File: config.mk
export PLATFORM = sky130hd
export DESIGN_NAME = battleship_game_ctrl
export DESIGN_NICKNAME = d
export VERILOG_FILES = /design/src/rtl/battleship_game_ctrl.sv
export SDC_FILE = /design/constraint.sdc
export NUM_CORES = 1
export LEC_CHECK = 0
export BUFFER_PORTS_ARGS = -buffer_cell sky130_fd_sc_hd__buf_2
export CORE_MARGIN = 2
export CORE_UTILIZATION = 54
export DETAILED_ROUTE_END_ITERATION = 7
export GPL_ROUTABILITY_DRIVEN = 1
export GPL_TIMING_DRIVEN = 0
export PLACE_DENSITY = 0.78
export SETUP_SLACK_MARGIN = 0.5
export SYNTH_ARGS = -nofsm -noshare
export SYNTH_HDL_FRONTEND = slang
export SYNTH_SLANG_ARGS = --single-unit
File: constraint.sdc
create_clock -name clk -period 2.25 [get_ports clk]
set_clock_uncertainty 0.1 [all_clocks]
set_input_delay 0.45 -clock clk [delete_from_list [all_inputs] [get_ports clk]]
set_output_delay 0.45 -clock clk [all_outputs]
set_load 0.02 [all_outputs]
File: src/rtl/battleship_game_ctrl.sv
// Two-player battleship turn controller: ship placement for each player,
// alternating fire turns, hit tallies and winner detection.
module battleship_game_ctrl #(
  parameter int NUM_SHIPS   = 5,
  parameter int HITS_TO_WIN = 17
) (
  input  logic       clk,
  input  logic       rst_n,
  input  logic       start,
  input  logic       place_valid,
  input  logic       fire_valid,
  input  logic       fire_hit,
  output logic [2:0] state,
  output logic [2:0] ship_count,
  output logic [4:0] p1_hits,
  output logic [4:0] p2_hits,
  output logic [1:0] winner,
  output logic       turn_done
);

  // state      | meaning
  // S_IDLE     | waiting for start
  // S_P1_PLACE | player 1 placing ships
  // S_P2_PLACE | player 2 placing ships
  // S_P1_FIRE  | player 1 to shoot
  // S_P2_FIRE  | player 2 to shoot
  // S_OVER     | game finished, winner held until start
  localparam logic [2:0] S_IDLE     = 3'd0;
  localparam logic [2:0] S_P1_PLACE = 3'd1;
  localparam logic [2:0] S_P2_PLACE = 3'd2;
  localparam logic [2:0] S_P1_FIRE  = 3'd3;
  localparam logic [2:0] S_P2_FIRE  = 3'd4;
  localparam logic [2:0] S_OVER     = 3'd5;

  localparam logic [2:0] LAST_SHIP = 3'(NUM_SHIPS - 1);
  localparam logic [4:0] WIN_HITS  = 5'(HITS_TO_WIN);

  logic [2:0] state_q, state_d;
  logic [2:0] ship_q, ship_d;
  logic [4:0] p1_q, p1_d;
  logic [4:0] p2_q, p2_d;
  logic [1:0] win_q, win_d;
  logic       td_q, td_d;
  logic [4:0] p1_sat, p2_sat;

  // Saturating hit increments: counters stop at the winning count, never wrap.
  assign p1_sat = (p1_q >= WIN_HITS) ? WIN_HITS : p1_q + 5'd1;
  assign p2_sat = (p2_q >= WIN_HITS) ? WIN_HITS : p2_q + 5'd1;

  // Next-state and counter update; each state only honours its own input.
  always_comb begin
    state_d = state_q;
    ship_d  = ship_q;
    p1_d    = p1_q;
    p2_d    = p2_q;
    win_d   = win_q;
    td_d    = 1'b0;
    case (state_q)
      S_IDLE, S_OVER: begin
        if (start) begin
          state_d = S_P1_PLACE;
          ship_d  = '0;
          p1_d    = '0;
          p2_d    = '0;
          win_d   = '0;
        end
      end
      S_P1_PLACE, S_P2_PLACE: begin
        if (place_valid) begin
          if (ship_q == LAST_SHIP) begin
            ship_d  = '0;
            state_d = (state_q == S_P1_PLACE) ? S_P2_PLACE : S_P1_FIRE;
          end else begin
            ship_d = ship_q + 3'd1;
          end
        end
      end
      S_P1_FIRE: begin
        if (fire_valid) begin
          td_d    = 1'b1;
          state_d = S_P2_FIRE;
          if (fire_hit) begin
            p1_d = p1_sat;
            if (p1_sat == WIN_HITS) begin
              state_d = S_OVER;
              win_d   = 2'd1;
            end
          end
        end
      end
      S_P2_FIRE: begin
        if (fire_valid) begin
          td_d    = 1'b1;
          state_d = S_P1_FIRE;
          if (fire_hit) begin
            p2_d = p2_sat;
            if (p2_sat == WIN_HITS) begin
              state_d = S_OVER;
              win_d   = 2'd2;
            end
          end
        end
      end
      default: begin
        // Unused encodings recover to a clean idle.
        state_d = S_IDLE;
        ship_d  = '0;
        p1_d    = '0;
        p2_d    = '0;
        win_d   = '0;
      end
    endcase
  end

  // Registered game state with asynchronous clear.
  always_ff @(posedge clk or negedge rst_n) begin
    if (!rst_n) begin
      state_q <= S_IDLE;
      ship_q  <= '0;
      p1_q    <= '0;
      p2_q    <= '0;
      win_q   <= '0;
      td_q    <= 1'b0;
    end else begin
      state_q <= state_d;
      ship_q  <= ship_d;
      p1_q    <= p1_d;
      p2_q    <= p2_d;
      win_q   <= win_d;
      td_q    <= td_d;
    end
  end

  assign state      = state_q;
  assign ship_count = ship_q;
  assign p1_hits    = p1_q;
  assign p2_hits    = p2_q;
  assign winner     = win_q;
  assign turn_done  = td_q;

endmodule

Word level (Yosys, flattened, before mapping)
Cells that the tools add are included.
- logic and storage cells: 77
- bits in registers: 19
- output and inout port bits: 19
- add/sub/neg operators: 3
- reductions and logical operators: 11
- equal/unequal tests: 17
- multiplexer cells: 34
- order comparisons: 2
- bitwise operators: 4
- operators with widths (operator ; count):
    $mux W5 ; 7
    $mux W3 ; 10
    $pmux W5 S3 ; 2
    $ne A2 B2 Y1 const B ; 9
    $mux W2 ; 7
    $pmux W3 S4 ; 1
    $add A5 B1 Y5 const B ; 2
    $eq A5 B5 Y1 const B ; 2
    $ge A5 B5 Y1 const B ; 2
    $eq A3 B3 Y1 const B ; 3
    $pmux W3 S3 ; 1
    $pmux W2 S4 ; 1
    $reduce_and A4 Y1 ; 2
    $reduce_and A8 Y1 ; 1
    $eq A3 B2 Y1 const B ; 2
    $reduce_or A2 Y1 ; 3
    $reduce_or A3 Y1 ; 2
    $mux W1 ; 5
    $reduce_and A5 Y1 ; 1
    $not A1 Y1 ; 4
    $add A3 B1 Y3 const B ; 1
    $eq A3 B1 Y1 const B ; 1
    $logic_not A3 Y1 ; 1
    $reduce_and A3 Y1 ; 1

Longest topological paths before layout
- depth after elaboration: 7
- depth in mapped cells: 7
- gate-level depth less buffers: 7

Worst setup path after synthesis
Ideal clock, no wire load.
- path kind: reg2reg
- start point: reg p1_q[1], in the netlist p1_hits[1]
- end point: reg win_q[1], in the netlist winner[1]
- arrival time: 1911 ps
- stages on the path, launching flop included: 8
- period minus slack after synthesis: 2132 ps
- slack: 118 ps
- path buffers: 0
- cell sequence: dfrtp_1 inv_1 ha_1 or4_1 o21ai_0 a21oi_1 o211a_1 o22a_1
- longest elaborated chain between the ends: 5
- elaborated cells between the ends (all ways): 6
- ends and longest elaborated chain (item ; RTL line ; text):
    start: declaration ; 40 ; logic [4:0] p1_q, p1_d;
    start signal: assignment ; 127 ; p1_q <= p1_d;
    $add A5 B1 Y5 or $ge A5 B5 Y1 (tied branches) ; 47 ; assign p1_sat = (p1_q >= WIN_HITS) ? WIN_HITS : p1_q + 5'd1;
    $mux W5 * ; 47 ;
    $eq A5 B5 Y1 * ; 84 ; if (p1_sat == WIN_HITS) begin
    $ne A2 B2 Y1 (no source line) * ; -- ;
    $reduce_and A8 Y1 (no source line) * ; -- ;
    end signal: assignment ; 129 ; win_q <= win_d;
    end: declaration ; 42 ; logic [1:0] win_q, win_d;
Every way passes the cells marked *; elsewhere a longest branch is shown, timed or not.
A chain may end at the register's enable or synchronous reset.

Worst setup path in the final report
- start point: reg p1_q[0], in the netlist p1_hits[0]
- end point: reg win_q[1], in the netlist winner[1]
Same word-level chain as after synthesis.

==> load_flow_metrics.sql <==
INSERT INTO impl_metrics (metric_group, metric, value, unit) VALUES
('placed_design', 'place.detailed.hpwl', '2160', 'um'),
('layout', 'multiInputGateArea', '867', 'um2'),
('flow_run', 'cap_viol_max_count', '0', ''),
('layout', 'final_net_count', '198', ''),
('critical_path', 'worst_path_max_delay_cell', 'sky130_fd_sc_hd__or4_4', ''),
('floorplan', 'die_area', '2760', 'um2'),
('routing', 'routedWlPerCell', '16.0', 'um'),
('pwr', 'total_leakage_power', '0.000819', 'uW'),
('floorplan', 'placementRows', '17', ''),
('clocking', 'number_of_buffers_created_by_cts', '3', ''),
('floorplan', 'io-pin-count', '25', ''),
('logic_synthesis', 'yosysUniqueCellTypes', '52', ''),
('floorplan', 'dieHeight', '52.5', 'um'),
('sta', 'highest_clock_rate', '500', 'MHz'),
('grt', 'grt_antenna_before_repair', '0', ''),
('logic_synthesis', 'synth.cell_area', '1270', 'um2'),
('pwr', 'power_per_cell_area', '1050', 'nW/um2'),
('critical_path', 'worst_setup_path_end_kind', 'flop', ''),
('clocking', 'cts-htree-levels', '1', ''),
('critical_path', 'critical_path.cell_chain', 'ha_4, or4_4, o21ai_4, a21oi_4, o211a_1, o22a_1', ''),
('clocking', 'tritoncts', 'yes', ''),
('logic_synthesis', 'synth.yosys.seq_area_share', '0.374', ''),
('clocking', 'worst_skew_pair_later_pin_latency', '0.30', 'ns'),
('clocking', 'root_buffer_selected_by_cts', 'sky130_fd_sc_hd__clkbuf_4', ''),
('layout', 'layout-area-overhead-vs-synth', '37.1', '%'),
('critical_path', 'timing.critical_path.slowest_cell_delay', '0.52', 'ns'),
('critical_path', 'setup.worst_path.class', 'reg -> reg', ''),
('layout', 'number_of_antenna_repair_diodes', '0', ''),
('critical_path', 'buffering_stage_count_on_the_worst_path_with_inverters_included', '0', ''),
('critical_path', 'worst-endpoint-arrival', '2.09', 'ns'),
('logic_synthesis', 'synth-async-reset-ratio', '1.00', ''),
('sta', 'final_hold_viol_count', '0', ''),
('critical_path', 'crit_path_start_kind', 'flop', ''),
('routing', 'dr.first_iter.drc_count', '28', ''),
('placed_design', 'placement.io_buffers', '24', ''),
('sta', 'final.period_utilization', '0.888', ''),
('sta', 'fin_setup_tns', '0', 'ns'),
('logic_synthesis', 'yosysTopAreaCell', 'sky130_fd_sc_hd__dfrtp_1', ''),
('floorplan', 'die_x', '52.5', 'um'),
('sta', 'tightestPinTransition', '0.433', 'ns'),
('grt', 'overflow', '0', ''),
('clocking', 'tritoncts_num_sinks', '19', ''),
('routing', 'drc', '0', ''),
('logic_synthesis', 'netlist.area_leader.share', '0.374', ''),
('logic_synthesis', 'syn_warnings', '0', ''),
('placed_design', 'post_place_worst_slack', '0.208', 'ns'),
('critical_path', 'required', '2.35', 'ns'),
('layout', 'fraction_of_layout_cells_with_a_size_suffix_above_1', '0.405', ''),
('sta', 'timing.final.max_slew_violations', '0', ''),
('logic_synthesis', 'syn-mean-instance-area', '9.09', 'um2'),
('grt', 'largest_net_degree_at_the_start_of_global_routing', '20', ''),
('sta', 'setup_repair_after_global_routing_missed_its_margin', 'true', ''),
('sta', 'final_critical_path_setup_slack', '0.252', 'ns'),
('grt', 'grt.total_usage', '0.264', ''),
('pwr', 'worst_ir_drop_vdd', '1.01', 'mV'),
('run_status', 'run_status', 'complete, no violations', ''),
('placed_design', 'gp_congestion', '0.894', ''),
('critical_path', 'worst-path-max-fanout', '4', ''),
('logic_synthesis', 'postSynthCellCount', '140', ''),
('floorplan', 'initial_utilization', '0.575', ''),
('floorplan', 'core_region_area', '2210', 'um2'),
('grt', 'grt_first_pass_wirelength', '5390', 'um'),
('routing', 'post_drt_via_cell_ratio', '6.20', ''),
('critical_path', 'cp_top_family', 'compound AO/OA/AOI/OAI gates', ''),
('logic_synthesis', 'ys_ff_latch', '19', ''),
('routing', 'antenna_violating_nets_post_route', '0', ''),
('sta', 'timing.max_slew.rel_slack', '0.712', ''),
('clocking', 'cts.clk_slew.worst_paths', '0.11', 'ns'),
('min_path', 'hp-class', 'reg -> reg', ''),
('logic_synthesis', 'post_synthesis_net_count', '152', ''),
('sta', 'shortest_clock_period_the_worst_path_allows_after_layout', '2.00', 'ns');
cell usage in the layout (no fill, tap or decap), types with 2 or more instances in the layout:
cell type and instances:
sky130_fd_sc_hd__buf_2 26, sky130_fd_sc_hd__dfrtp_1 14, sky130_fd_sc_hd__buf_4 12, sky130_fd_sc_hd__nand2_1 11, sky130_fd_sc_hd__inv_1 8, sky130_fd_sc_hd__nand2b_1 6, sky130_fd_sc_hd__nor2_1 6, sky130_fd_sc_hd__buf_6 5
sky130_fd_sc_hd__nand3_1 5, sky130_fd_sc_hd__a31oi_1 5, sky130_fd_sc_hd__o21ai_0 5, sky130_fd_sc_hd__dfrtp_2 5, sky130_fd_sc_hd__a21oi_1 4, sky130_fd_sc_hd__o21ai_4 3, sky130_fd_sc_hd__o22ai_1 3, sky130_fd_sc_hd__ha_4 3
sky130_fd_sc_hd__ha_1 3, sky130_fd_sc_hd__clkbuf_4 3, sky130_fd_sc_hd__inv_2 2, sky130_fd_sc_hd__nor2_4 2, sky130_fd_sc_hd__a21boi_0 2, sky130_fd_sc_hd__or4_4 2, sky130_fd_sc_hd__o21a_1 2, sky130_fd_sc_hd__nand4b_1 2
sky130_fd_sc_hd__and3_1 2, sky130_fd_sc_hd__a21oi_4 2, sky130_fd_sc_hd__xnor2_1 2, sky130_fd_sc_hd__nor3_1 2, sky130_fd_sc_hd__a32o_1 2, sky130_fd_sc_hd__o211a_1 2, sky130_fd_sc_hd__o22a_1 2, sky130_fd_sc_hd__a21o_1 2
registers in the layout, summed over array words and instances, names as in the netlist:
register	flops
p2_hits	5
winner	2
ship_count	3
p1_hits	5
turn_done	1
state	3
Yosys cell counts, types with 2 or more instances:
| library cell | instances |
|---|---|
| sky130_fd_sc_hd__nand3_1 | 5 |
| sky130_fd_sc_hd__a21boi_0 | 2 |
| sky130_fd_sc_hd__a31oi_1 | 5 |
| sky130_fd_sc_hd__clkbuf_1 | 2 |
| sky130_fd_sc_hd__o21ai_0 | 7 |
| sky130_fd_sc_hd__o22ai_1 | 3 |
| sky130_fd_sc_hd__nand4b_1 | 2 |
| sky130_fd_sc_hd__a32o_1 | 2 |
| sky130_fd_sc_hd__nand2_1 | 12 |
| sky130_fd_sc_hd__a21o_1 | 2 |
| sky130_fd_sc_hd__o21a_1 | 2 |
| sky130_fd_sc_hd__o31ai_1 | 2 |
| sky130_fd_sc_hd__a21oi_1 | 5 |
| sky130_fd_sc_hd__o211a_1 | 2 |
| sky130_fd_sc_hd__nor3_1 | 2 |
| sky130_fd_sc_hd__ha_1 | 6 |
| sky130_fd_sc_hd__xnor2_1 | 2 |
| sky130_fd_sc_hd__nand2b_1 | 6 |
| sky130_fd_sc_hd__inv_1 | 10 |
| sky130_fd_sc_hd__o22a_1 | 2 |
| sky130_fd_sc_hd__and3_1 | 2 |
| sky130_fd_sc_hd__dfrtp_1 | 19 |
| sky130_fd_sc_hd__nor2_1 | 8 |
| sky130_fd_sc_hd__buf_2 | 2 |
cells by family after synthesis:
kind of cell / share of synthesized area
and+or+nand+nor: 0.207
muxes: 0.0167
AOI/OAI and AO/OA: 0.284
DFF: 0.374
xor gates and xnor gates: 0.0138
buffers and inverters: 0.0462
adders and majority gates: 0.0590
metrics by stage:
stage | total power [uW] | instances | cell area, um2 | util | hold WS [ns]
after floorplan | 1200 | 140 | 1330 | - | 0.0544
after global placement | 1390 | 192 | 1490 | 0.673 | 0.311
after detailed placement | 1420 | 192 | 1490 | 0.673 | 0.316
after CTS | 1690 | 208 | 1660 | 0.749 | 0.418
after global routing | 1970 | 213 | 1740 | 0.788 | 0.457
final | 1840 | 213 | 1740 | 0.788 | 0.412
layer usage:
layer | GRT usage | share of wire
met1 | 0.334 | 0.42
met2 | 0.463 | 0.51
met3 | 0.0257 | 0.056
met4 | 0.0983 | 0.014
met5 | 0 | 0
report_power, final:
part           internal [uW]  switching (uW)
Combinational            509             663
Clock                   66.3             108
Sequential               412            79.9
Total                    987             851
area by class of cell:
class | count | area share
Multi-Input combinational cell | 106 | 0.497
Tap cell | 28 | 0.0201
Inverter | 10 | 0.0215
Buffer | 5 | 0.0172
Sequential cell | 19 | 0.276
Clock inverter | 1 | 0.00287
Timing Repair Buffer | 41 | 0.152
Clock buffer | 3 | 0.0129
timing repair:
| action | CTS | global route |
|---|---|---|
| setup endpoints to repair | 13 | 18 |
| resized for setup | 9 | 16 |
| hold endpoints to repair | 19 | 0 |
| buffers inserted | 11 | 4 |
| pin swaps | 7 | 11 |
| hold buffers | 1 | 0 |
| gates cloned | 0 | 1 |
worst paths after layout:
kind,startpoint,depth (start not counted),to
hold / removal,winner[0]$_DFFE_PN0P_,1,winner[0]$_DFFE_PN0P_
setup reg to reg,p1_hits[0]$_DFFE_PN0P_,6,winner[1]$_DFFE_PN0P_
max in group asynchronous,rst_n,2,p2_hits[1]$_DFFE_PN0P_
hold reg to reg,winner[0]$_DFFE_PN0P_,1,winner[0]$_DFFE_PN0P_
setup / recovery,p1_hits[0]$_DFFE_PN0P_,6,winner[1]$_DFFE_PN0P_
min in group asynchronous,rst_n,2,ship_count[2]$_DFFE_PN0P_
Note: power is estimated with default switching activity, not from simulation.
